### src/rtl/taxi_axil_reg_bank_if.sv
// taxi_axil_if: AXI4-Lite bundle with separate write/read modports.
// Slave modports are used by the register bank; master ones by drivers.
interface taxi_axil_if #(
  parameter int DATA_W = 32,
  parameter int ADDR_W = 32,
  parameter int STRB_W = DATA_W / 8
) ();
  logic [ADDR_W-1:0] awaddr;
  logic [2:0]        awprot;
  logic              awvalid;
  logic              awready;
  logic [DATA_W-1:0] wdata;
  logic [STRB_W-1:0] wstrb;
  logic              wvalid;
  logic              wready;
  logic [1:0]        bresp;
  logic              bvalid;
  logic              bready;
  logic [ADDR_W-1:0] araddr;
  logic [2:0]        arprot;
  logic              arvalid;
  logic              arready;
  logic [DATA_W-1:0] rdata;
  logic [1:0]        rresp;
  logic              rvalid;
  logic              rready;

  modport wr_slv (
    input  awaddr, awprot, awvalid, wdata, wstrb, wvalid, bready,
    output awready, wready, bresp, bvalid
  );
  modport rd_slv (
    input  araddr, arprot, arvalid, rready,
    output arready, rdata, rresp, rvalid
  );
  modport wr_mst (
    output awaddr, awprot, awvalid, wdata, wstrb, wvalid, bready,
    input  awready, wready, bresp, bvalid
  );
  modport rd_mst (
    output araddr, arprot, arvalid, rready,
    input  arready, rdata, rresp, rvalid
  );
endinterface

### src/rtl/taxi_axil_reg_bank.sv
// taxi_axil_reg_bank: AXI4-Lite bank of REG_COUNT RW control registers
// followed by REG_COUNT RO status words; independent write/read FSMs.
module taxi_axil_reg_bank #(
  parameter int REG_COUNT = 16,
  parameter int DATA_W = 32,
  parameter logic [REG_COUNT*DATA_W-1:0] RESET_VAL = '0
) (
  input  logic                        clk,
  input  logic                        rst_n,
  taxi_axil_if.wr_slv                 s_axil_wr,
  taxi_axil_if.rd_slv                 s_axil_rd,
  output logic [REG_COUNT*DATA_W-1:0] reg_out,
  output logic [REG_COUNT-1:0]        wr_pulse,
  input  logic [REG_COUNT*DATA_W-1:0] sts_in
);
  localparam int IF_DW = s_axil_wr.DATA_W;
  localparam int AW = s_axil_wr.ADDR_W;
  localparam int SW = s_axil_wr.STRB_W;
  localparam int AL = $clog2(SW);
  localparam int IW = AW - AL;
  localparam int RW = REG_COUNT * DATA_W;

  if (IF_DW != 8 * SW || IF_DW != DATA_W) begin : g_chk_w
    $fatal(1, "taxi_axil_reg_bank: data/strobe width mismatch");
  end
  if (IW < 31 && 2 * REG_COUNT > (1 << IW)) begin : g_chk_a
    $fatal(1, "taxi_axil_reg_bank: map exceeds address space");
  end

  typedef enum logic {W_COLLECT, W_RESP} wstate_t;
  typedef enum logic {R_IDLE, R_DATA} rstate_t;

  wstate_t           wst_q, wst_d;
  rstate_t           rs_q, rs_d;
  logic              en_q;
  logic              aw_lat_q, aw_lat_d;
  logic              w_lat_q, w_lat_d;
  logic [IW-1:0]     widx_q, widx_d;
  logic [DATA_W-1:0] wdata_q, wdata_d;
  logic [SW-1:0]     wstrb_q, wstrb_d;
  logic [1:0]        bresp_q, bresp_d;
  logic [RW-1:0]     reg_q, reg_d;
  logic [REG_COUNT-1:0] pulse_q, pulse_d;
  logic [DATA_W-1:0] rdata_q, rdata_d;
  logic [1:0]        rresp_q, rresp_d;
  logic [IW-1:0]     ridx;
  logic              aw_hs, w_hs, ar_hs;
  logic              unused_ok;

  // readies are held low until the first edge after reset release
  assign s_axil_wr.awready = en_q && wst_q == W_COLLECT && !aw_lat_q;
  assign s_axil_wr.wready  = en_q && wst_q == W_COLLECT && !w_lat_q;
  assign s_axil_wr.bvalid  = wst_q == W_RESP;
  assign s_axil_wr.bresp   = bresp_q;
  assign s_axil_rd.arready = en_q && rs_q == R_IDLE;
  assign s_axil_rd.rvalid  = rs_q == R_DATA;
  assign s_axil_rd.rdata   = rdata_q;
  assign s_axil_rd.rresp   = rresp_q;
  assign reg_out  = reg_q;
  assign wr_pulse = pulse_q;

  assign aw_hs = s_axil_wr.awvalid && s_axil_wr.awready;
  assign w_hs  = s_axil_wr.wvalid && s_axil_wr.wready;
  assign ar_hs = s_axil_rd.arvalid && s_axil_rd.arready;
  assign ridx  = s_axil_rd.araddr[AW-1:AL];
  assign unused_ok = ^{s_axil_wr.awprot, s_axil_rd.arprot,
                       s_axil_wr.awaddr, s_axil_rd.araddr};

  always_comb begin
    wst_d    = wst_q;
    aw_lat_d = aw_lat_q;
    w_lat_d  = w_lat_q;
    widx_d   = widx_q;
    wdata_d  = wdata_q;
    wstrb_d  = wstrb_q;
    bresp_d  = bresp_q;
    reg_d    = reg_q;
    pulse_d  = '0;
    unique case (wst_q)
      W_COLLECT: begin
        if (aw_lat_q && w_lat_q) begin
          wst_d   = W_RESP;
          bresp_d = 2'b10;
          for (int i = 0; i < REG_COUNT; i++) begin
            if (widx_q == IW'(i)) begin
              bresp_d    = 2'b00;
              pulse_d[i] = 1'b1;
              for (int b = 0; b < SW; b++) begin
                if (wstrb_q[b])
                  reg_d[i*DATA_W+b*8 +: 8] = wdata_q[b*8 +: 8];
              end
            end
          end
        end else begin
          if (aw_hs) begin
            aw_lat_d = 1'b1;
            widx_d   = s_axil_wr.awaddr[AW-1:AL];
          end
          if (w_hs) begin
            w_lat_d = 1'b1;
            wdata_d = s_axil_wr.wdata;
            wstrb_d = s_axil_wr.wstrb;
          end
        end
      end
      W_RESP: begin
        if (s_axil_wr.bready) begin
          wst_d    = W_COLLECT;
          aw_lat_d = 1'b0;
          w_lat_d  = 1'b0;
        end
      end
      default: wst_d = W_COLLECT;
    endcase
  end

  // reads sample reg_q before this edge's write lands
  always_comb begin
    rs_d    = rs_q;
    rdata_d = rdata_q;
    rresp_d = rresp_q;
    unique case (rs_q)
      R_IDLE: begin
        if (ar_hs) begin
          rs_d    = R_DATA;
          rdata_d = '0;
          rresp_d = 2'b10;
          for (int i = 0; i < REG_COUNT; i++) begin
            if (ridx == IW'(i)) begin
              rdata_d = reg_q[i*DATA_W +: DATA_W];
              rresp_d = 2'b00;
            end
            if (ridx == IW'(REG_COUNT + i)) begin
              rdata_d = sts_in[i*DATA_W +: DATA_W];
              rresp_d = 2'b00;
            end
          end
        end
      end
      R_DATA: begin
        if (s_axil_rd.rready) rs_d = R_IDLE;
      end
      default: rs_d = R_IDLE;
    endcase
  end

  always_ff @(posedge clk or negedge rst_n) begin
    if (!rst_n) begin
      en_q     <= 1'b0;
      wst_q    <= W_COLLECT;
      aw_lat_q <= 1'b0;
      w_lat_q  <= 1'b0;
      widx_q   <= '0;
      wdata_q  <= '0;
      wstrb_q  <= '0;
      bresp_q  <= 2'b00;
      reg_q    <= RESET_VAL;
      pulse_q  <= '0;
      rs_q     <= R_IDLE;
      rdata_q  <= '0;
      rresp_q  <= 2'b00;
    end else begin
      en_q     <= 1'b1;
      wst_q    <= wst_d;
      aw_lat_q <= aw_lat_d;
      w_lat_q  <= w_lat_d;
      widx_q   <= widx_d;
      wdata_q  <= wdata_d;
      wstrb_q  <= wstrb_d;
      bresp_q  <= bresp_d;
      reg_q    <= reg_d;
      pulse_q  <= pulse_d;
      rs_q     <= rs_d;
      rdata_q  <= rdata_d;
      rresp_q  <= rresp_d;
    end
  end
endmodule

### src/flat_wrapper.sv
// flat-port wrapper written by rule: the top's interface ports become plain ports
module taxi_axil_reg_bank_flat 
#(
  parameter int REG_COUNT = 16,
  parameter int DATA_W = 32,
  parameter logic [REG_COUNT*DATA_W-1:0] RESET_VAL = '0
)
  (clk, rst_n, reg_out, wr_pulse, sts_in, s_axil_wr_awaddr, s_axil_wr_awprot, s_axil_wr_awvalid, s_axil_wr_wdata, s_axil_wr_wstrb, s_axil_wr_wvalid, s_axil_wr_bready, s_axil_wr_awready, s_axil_wr_wready, s_axil_wr_bresp, s_axil_wr_bvalid, s_axil_rd_araddr, s_axil_rd_arprot, s_axil_rd_arvalid, s_axil_rd_rready, s_axil_rd_arready, s_axil_rd_rdata, s_axil_rd_rresp, s_axil_rd_rvalid);
  taxi_axil_if #(.DATA_W(DATA_W), .ADDR_W(8)) s_axil_wr_i ();
  taxi_axil_if #(.DATA_W(DATA_W), .ADDR_W(8)) s_axil_rd_i ();
  input  logic clk;
  input  logic rst_n;
  output logic [REG_COUNT*DATA_W-1:0] reg_out;
  output logic [REG_COUNT-1:0] wr_pulse;
  input  logic [REG_COUNT*DATA_W-1:0] sts_in;
  input wire logic [$bits(s_axil_wr_i.awaddr)-1:0] s_axil_wr_awaddr;
  input wire logic [$bits(s_axil_wr_i.awprot)-1:0] s_axil_wr_awprot;
  input wire logic [$bits(s_axil_wr_i.awvalid)-1:0] s_axil_wr_awvalid;
  input wire logic [$bits(s_axil_wr_i.wdata)-1:0] s_axil_wr_wdata;
  input wire logic [$bits(s_axil_wr_i.wstrb)-1:0] s_axil_wr_wstrb;
  input wire logic [$bits(s_axil_wr_i.wvalid)-1:0] s_axil_wr_wvalid;
  input wire logic [$bits(s_axil_wr_i.bready)-1:0] s_axil_wr_bready;
  output wire logic [$bits(s_axil_wr_i.awready)-1:0] s_axil_wr_awready;
  output wire logic [$bits(s_axil_wr_i.wready)-1:0] s_axil_wr_wready;
  output wire logic [$bits(s_axil_wr_i.bresp)-1:0] s_axil_wr_bresp;
  output wire logic [$bits(s_axil_wr_i.bvalid)-1:0] s_axil_wr_bvalid;
  input wire logic [$bits(s_axil_rd_i.araddr)-1:0] s_axil_rd_araddr;
  input wire logic [$bits(s_axil_rd_i.arprot)-1:0] s_axil_rd_arprot;
  input wire logic [$bits(s_axil_rd_i.arvalid)-1:0] s_axil_rd_arvalid;
  input wire logic [$bits(s_axil_rd_i.rready)-1:0] s_axil_rd_rready;
  output wire logic [$bits(s_axil_rd_i.arready)-1:0] s_axil_rd_arready;
  output wire logic [$bits(s_axil_rd_i.rdata)-1:0] s_axil_rd_rdata;
  output wire logic [$bits(s_axil_rd_i.rresp)-1:0] s_axil_rd_rresp;
  output wire logic [$bits(s_axil_rd_i.rvalid)-1:0] s_axil_rd_rvalid;
  assign s_axil_wr_i.awaddr = s_axil_wr_awaddr;
  assign s_axil_wr_i.awprot = s_axil_wr_awprot;
  assign s_axil_wr_i.awvalid = s_axil_wr_awvalid;
  assign s_axil_wr_i.wdata = s_axil_wr_wdata;
  assign s_axil_wr_i.wstrb = s_axil_wr_wstrb;
  assign s_axil_wr_i.wvalid = s_axil_wr_wvalid;
  assign s_axil_wr_i.bready = s_axil_wr_bready;
  assign s_axil_wr_awready = s_axil_wr_i.awready;
  assign s_axil_wr_wready = s_axil_wr_i.wready;
  assign s_axil_wr_bresp = s_axil_wr_i.bresp;
  assign s_axil_wr_bvalid = s_axil_wr_i.bvalid;
  assign s_axil_rd_i.araddr = s_axil_rd_araddr;
  assign s_axil_rd_i.arprot = s_axil_rd_arprot;
  assign s_axil_rd_i.arvalid = s_axil_rd_arvalid;
  assign s_axil_rd_i.rready = s_axil_rd_rready;
  assign s_axil_rd_arready = s_axil_rd_i.arready;
  assign s_axil_rd_rdata = s_axil_rd_i.rdata;
  assign s_axil_rd_rresp = s_axil_rd_i.rresp;
  assign s_axil_rd_rvalid = s_axil_rd_i.rvalid;
  taxi_axil_reg_bank #(.REG_COUNT(REG_COUNT), .DATA_W(DATA_W), .RESET_VAL(RESET_VAL)) u_core (.clk(clk), .rst_n(rst_n), .s_axil_wr(s_axil_wr_i), .s_axil_rd(s_axil_rd_i), .reg_out(reg_out), .wr_pulse(wr_pulse), .sts_in(sts_in));
endmodule
### config.mk
export PLATFORM = sky130hd
export DESIGN_NAME = taxi_axil_reg_bank_flat
export DESIGN_NICKNAME = d
export VERILOG_FILES = /design/src/rtl/taxi_axil_reg_bank_if.sv /design/src/rtl/taxi_axil_reg_bank.sv /design/src/flat_wrapper.sv
export SDC_FILE = /design/constraint.sdc
export NUM_CORES = 1
export LEC_CHECK = 0
export BUFFER_PORTS_ARGS = -buffer_cell sky130_fd_sc_hd__buf_2
export CAP_MARGIN = 20
export CELL_PAD_IN_SITES_DETAIL_PLACEMENT = 1
export CELL_PAD_IN_SITES_GLOBAL_PLACEMENT = 2
export CORE_AREA = 2 2 452 454
export DETAILED_ROUTE_END_ITERATION = 8
export DIE_AREA = 0 0 454 456
export PLACE_DENSITY = 0.44
export SLEW_MARGIN = 10
export SYNTH_ARGS = -nofsm -noshare
export SYNTH_HDL_FRONTEND = slang
export SYNTH_SLANG_ARGS = --single-unit
### constraint.sdc
create_clock -name clk -period 3.5 [get_ports clk]
set_input_delay 0.7 -clock clk [delete_from_list [all_inputs] [get_ports clk]]
set_output_delay 0.7 -clock clk [all_outputs]
set_load 0.03 [all_outputs]
==> results.txt <==
Status: finished, final reports clean
WL final: 282,000 µm
CTS tree: done
Hold-fix buffers, CTS: 0
Die area: 0.207 mm²
Largest net degree at the start of global routing: 65
Combined flip-flop and latch cell area: 0.0152 mm²
Reg clk slew, reported paths: 60 ps
Mapped cell area: 0.0308 mm²
RR Endpoint: u_core.reg_out[417]$_DFFE_PN0P_
Drt first pass iters: 7
CTS sink cnt: 609
Hold_ws: 43.0 ps
Final setup fails: 0
RD Place Congestion: 0.896
Crit path to: u_core.s_axil_rd.rdata[30]$_DFFE_PN0P_
Number of fill cells: 23,100
Synth area leaders: dfrtp_1 49%, mux2_2 20%, a221oi_1 2.5%
Gr ovfl total: 0
Final net count: 4,914
Combinational power share: 32.7%
Max clock buf depth: 3
Tmin final: 3430 ps
Fin. Hold Viols: 0
Sequential share of the synthesized area: 49.5%
R2R depth: 8
Crit path DAT: 4080 ps
Clock Power Share: 29.2%
Static Leak: 24.0 nW
Most common flop cell mapped by yosys: dfrtp_1
Max Clk Rate: 291 MHz
Initial core utilization: 15.3%
PD cells: 663 mW/mm²
Multi-input logic area: 0.0148 mm²
Dpl hpwl: 233,000 µm
Layout overhead on the synthesized area: 53.8%
CTS root buf: clkbuf_16
Max-cap violations: 0
PortBufs: 1,133
First-pass GRT wire length: 362,000 µm
Startpoint types: input port
Reg2reg start: u_core.s_axil_wr.bvalid$_DFF_PN0_
Post-CTS Setup Bufs: 0
Vias/cell: 4.71
Syn Inst Count: 2,766
Routed vias: 33,500
Top cells by count, synth: 609 x dfrtp_1, 555 x mux2_2, 194 x nand2_1, 177 x nor2_1, 156 x clkbuf_1
Total global routing track utilization: 26.3%
Net Sw Frac: 44.7%
Ports: 1,146
Average instance area after synthesis: 11.1 µm²
Die Wd: 454 µm
Antenna violations before repair: 88
Top cell type's share of synthesized area: 49.5%
CTS buffer count: 83
Worst Setup End Kind: flop
Final Power: 31.4 mW
Post-synth EDFFs: 0
Worst path cell trace: buf_2 -> buf_12 -> or4b_4 -> nor2_2 -> buf_4 -> a22oi_1 -> a31oi_1 -> o221ai_1 -> a41oi_1 -> buf_4 -> o31ai_2 -> a41oi_1
CTS H-tree depth: 3
Vias in the first global route: 34,700
Max VDD drop: 370 µV
Synth area leader: dfrtp_1
Int Pwr: 17.4 mW
FP Rows: 165
P_sw: 14.0 mW
Design area: 0.0474 mm²
Worst setup margin: 67.2 ps
Setup TNS: 0 ps
Core region area: 0.202 mm²
Worst Path Required: 4150 ps
YS warnings: 0
Final Max Slew Viols: 0
Worst reg2reg setup slack: 330 ps
Worst-case clock skew: 19.3 ps
Slowest-stage cell, CP: a41oi_1
Register share of total power: 38.1%
Max incr delay on CP: 670 ps
Period utilization: 98.1%
Chip Height: 456 µm
Worst-Skew Late Latency: 730 ps
Drc violations: 0
RSZ-0062 raised after global routing: no
Setup crit start: s_axil_rd_araddr[2]
Yosys cell types: 77
Count leader, synth: dfrtp_1
Finished Layout Cells: 7,125
Post-DRT Antenna Nets: 0
Core Util, Final: 23.5%
Asr flop ratio synth: 100%
Slew Limit Headroom: 17.4%
Share of layout cells above drive strength 1: 55.3%
Critical path fanouts, max: 18
Critical path class: input port to flop
Slew at the pin closest to its max-slew limit: 1240 ps
DP Worst Slack: -846 ps
HP Class: input port to async pin
Post-place instance area: 0.0443 mm²
Wirelength per Cell: 39.6 µm
DRT iter0 DRCs: 2,726
Placed insts: 6,922
Yosys reg bits: 609
registers in the layout, summed over array words and instances, names as in the netlist, 4 cells and up:
register	count
u_core.wdata_q	32
u_core.widx_q	6
u_core.reg_out	512
u_core.wr_pulse	16
u_core.wstrb_q	4
u_core.s_axil_rd.rdata	32
metal layers:
metal	wire, µm	vias up	track usage [%]
li1	-	13900	-
met1	114000	17800	32.0
met2	142000	1447	45.8
met4	11500	34	11.3
met5	209	-	0
met3	13900	357	4.02
critical path: cells and delay by family:
kind / cells / cell delay (ps)
AO/OA/AOI/OAI: 6 / 1470
AND/OR/NAND/NOR: 2 / 1140
buffers and inverters: 4 / 720
repair_timing:
| item | CTS | global route |
|---|---|---|
| endpoints found under the setup margin | 1 | 3 |
| endpoints found under the hold margin | 0 | 0 |
| gates cloned | 0 | 0 |
| resized for setup | 1 | 5 |
kinds of logic (layout without fill, tap and decap cells):
logic type / after synthesis / in the layout / share of synthesized area [%]
buffers and inverters: 221 / 1856 / 2.92
xor gates and xnor gates: 2 / 2 / 0.0569
DFF: 609 / 609 / 49.5
and+or+nand+nor: 598 / 598 / 9.22
AOI/OAI and AO/OA: 762 / 762 / 17.4
muxes: 572 / 572 / 20.9
other: 2 / 54 / 0.0244
area by class of cell:
| cell class | instances | share of cell area (%) |
|---|---|---|
| repair buffers | 1701 | 23.2 |
| flip-flops and latches | 609 | 32.2 |
| clock inverters | 24 | 0.848 |
| clock buffers | 126 | 5.13 |
| inverters | 5 | 0.0396 |
| well taps | 2672 | 7.06 |
| multi-input cells | 1937 | 31.3 |
| diodes | 51 | 0.269 |
worst min-delay path by stage:
| stage | endpoint | startpoint |
|---|---|---|
| finish | u_core.wdata_q[20]$_DFFE_PN0P_ | rst_n |
| global route | u_core.wdata_q[20]$_DFFE_PN0P_ | rst_n |
| CTS | u_core.reg_out[310]$_DFFE_PN0P_ | rst_n |
| detailed placement | u_core.s_axil_wr.bresp[1]$_DFFE_PN0P_ | u_core.s_axil_wr.bresp[1]$_DFFE_PN0P_ |
| global placement | u_core.s_axil_wr.bresp[1]$_DFFE_PN0P_ | u_core.s_axil_wr.bresp[1]$_DFFE_PN0P_ |
| floorplan | u_core.aw_lat_q$_DFFE_PN0P_ | rst_n |
placed cells by master, fill, tap and decap left out, drive strengths merged, types with 8 or more instances in the layout:
| cell | synthesis | final |
|---|---|---|
| a31oi | 22 | 22 |
| a222oi | 20 | 20 |
| bufinv | 0 | 8 |
| a221oi | 89 | 89 |
| dfrtp | 609 | 609 |
| nand4 | 18 | 18 |
| a41oi | 9 | 9 |
| diode | 0 | 51 |
| buf | 60 | 1701 |
| mux2i | 16 | 16 |
| inv | 5 | 8 |
| or3 | 21 | 21 |
| and2 | 22 | 22 |
| nor2 | 181 | 181 |
| a22oi | 102 | 102 |
| o22ai | 110 | 110 |
| o2111ai | 10 | 10 |
| mux2 | 555 | 555 |
| and3 | 16 | 16 |
| o221ai | 56 | 56 |
| a221o | 18 | 18 |
| a211oi | 16 | 16 |
| a2111oi | 16 | 16 |
| o31ai | 12 | 12 |
| nor3 | 33 | 33 |
| a22o | 11 | 11 |
| clkinv | 0 | 12 |
| or4 | 8 | 8 |
| nand2 | 194 | 194 |
| a21oi | 123 | 123 |
| o21ai | 110 | 110 |
| nor4 | 14 | 14 |
| clkbuf | 156 | 126 |
| nand3 | 53 | 53 |
power by group through the flow:
stage               Sequential (mW)  Clock [mW]  Combinational (mW)
floorplan                      12.8           0                2.56
global placement               12.2           0                9.84
detailed placement             12.1           0                10.2
CTS                            12.0        9.43                10.2
global route                   12.1        9.64                10.6
finish                         11.9        9.18                10.3
(Power assumes the default switching activity.)
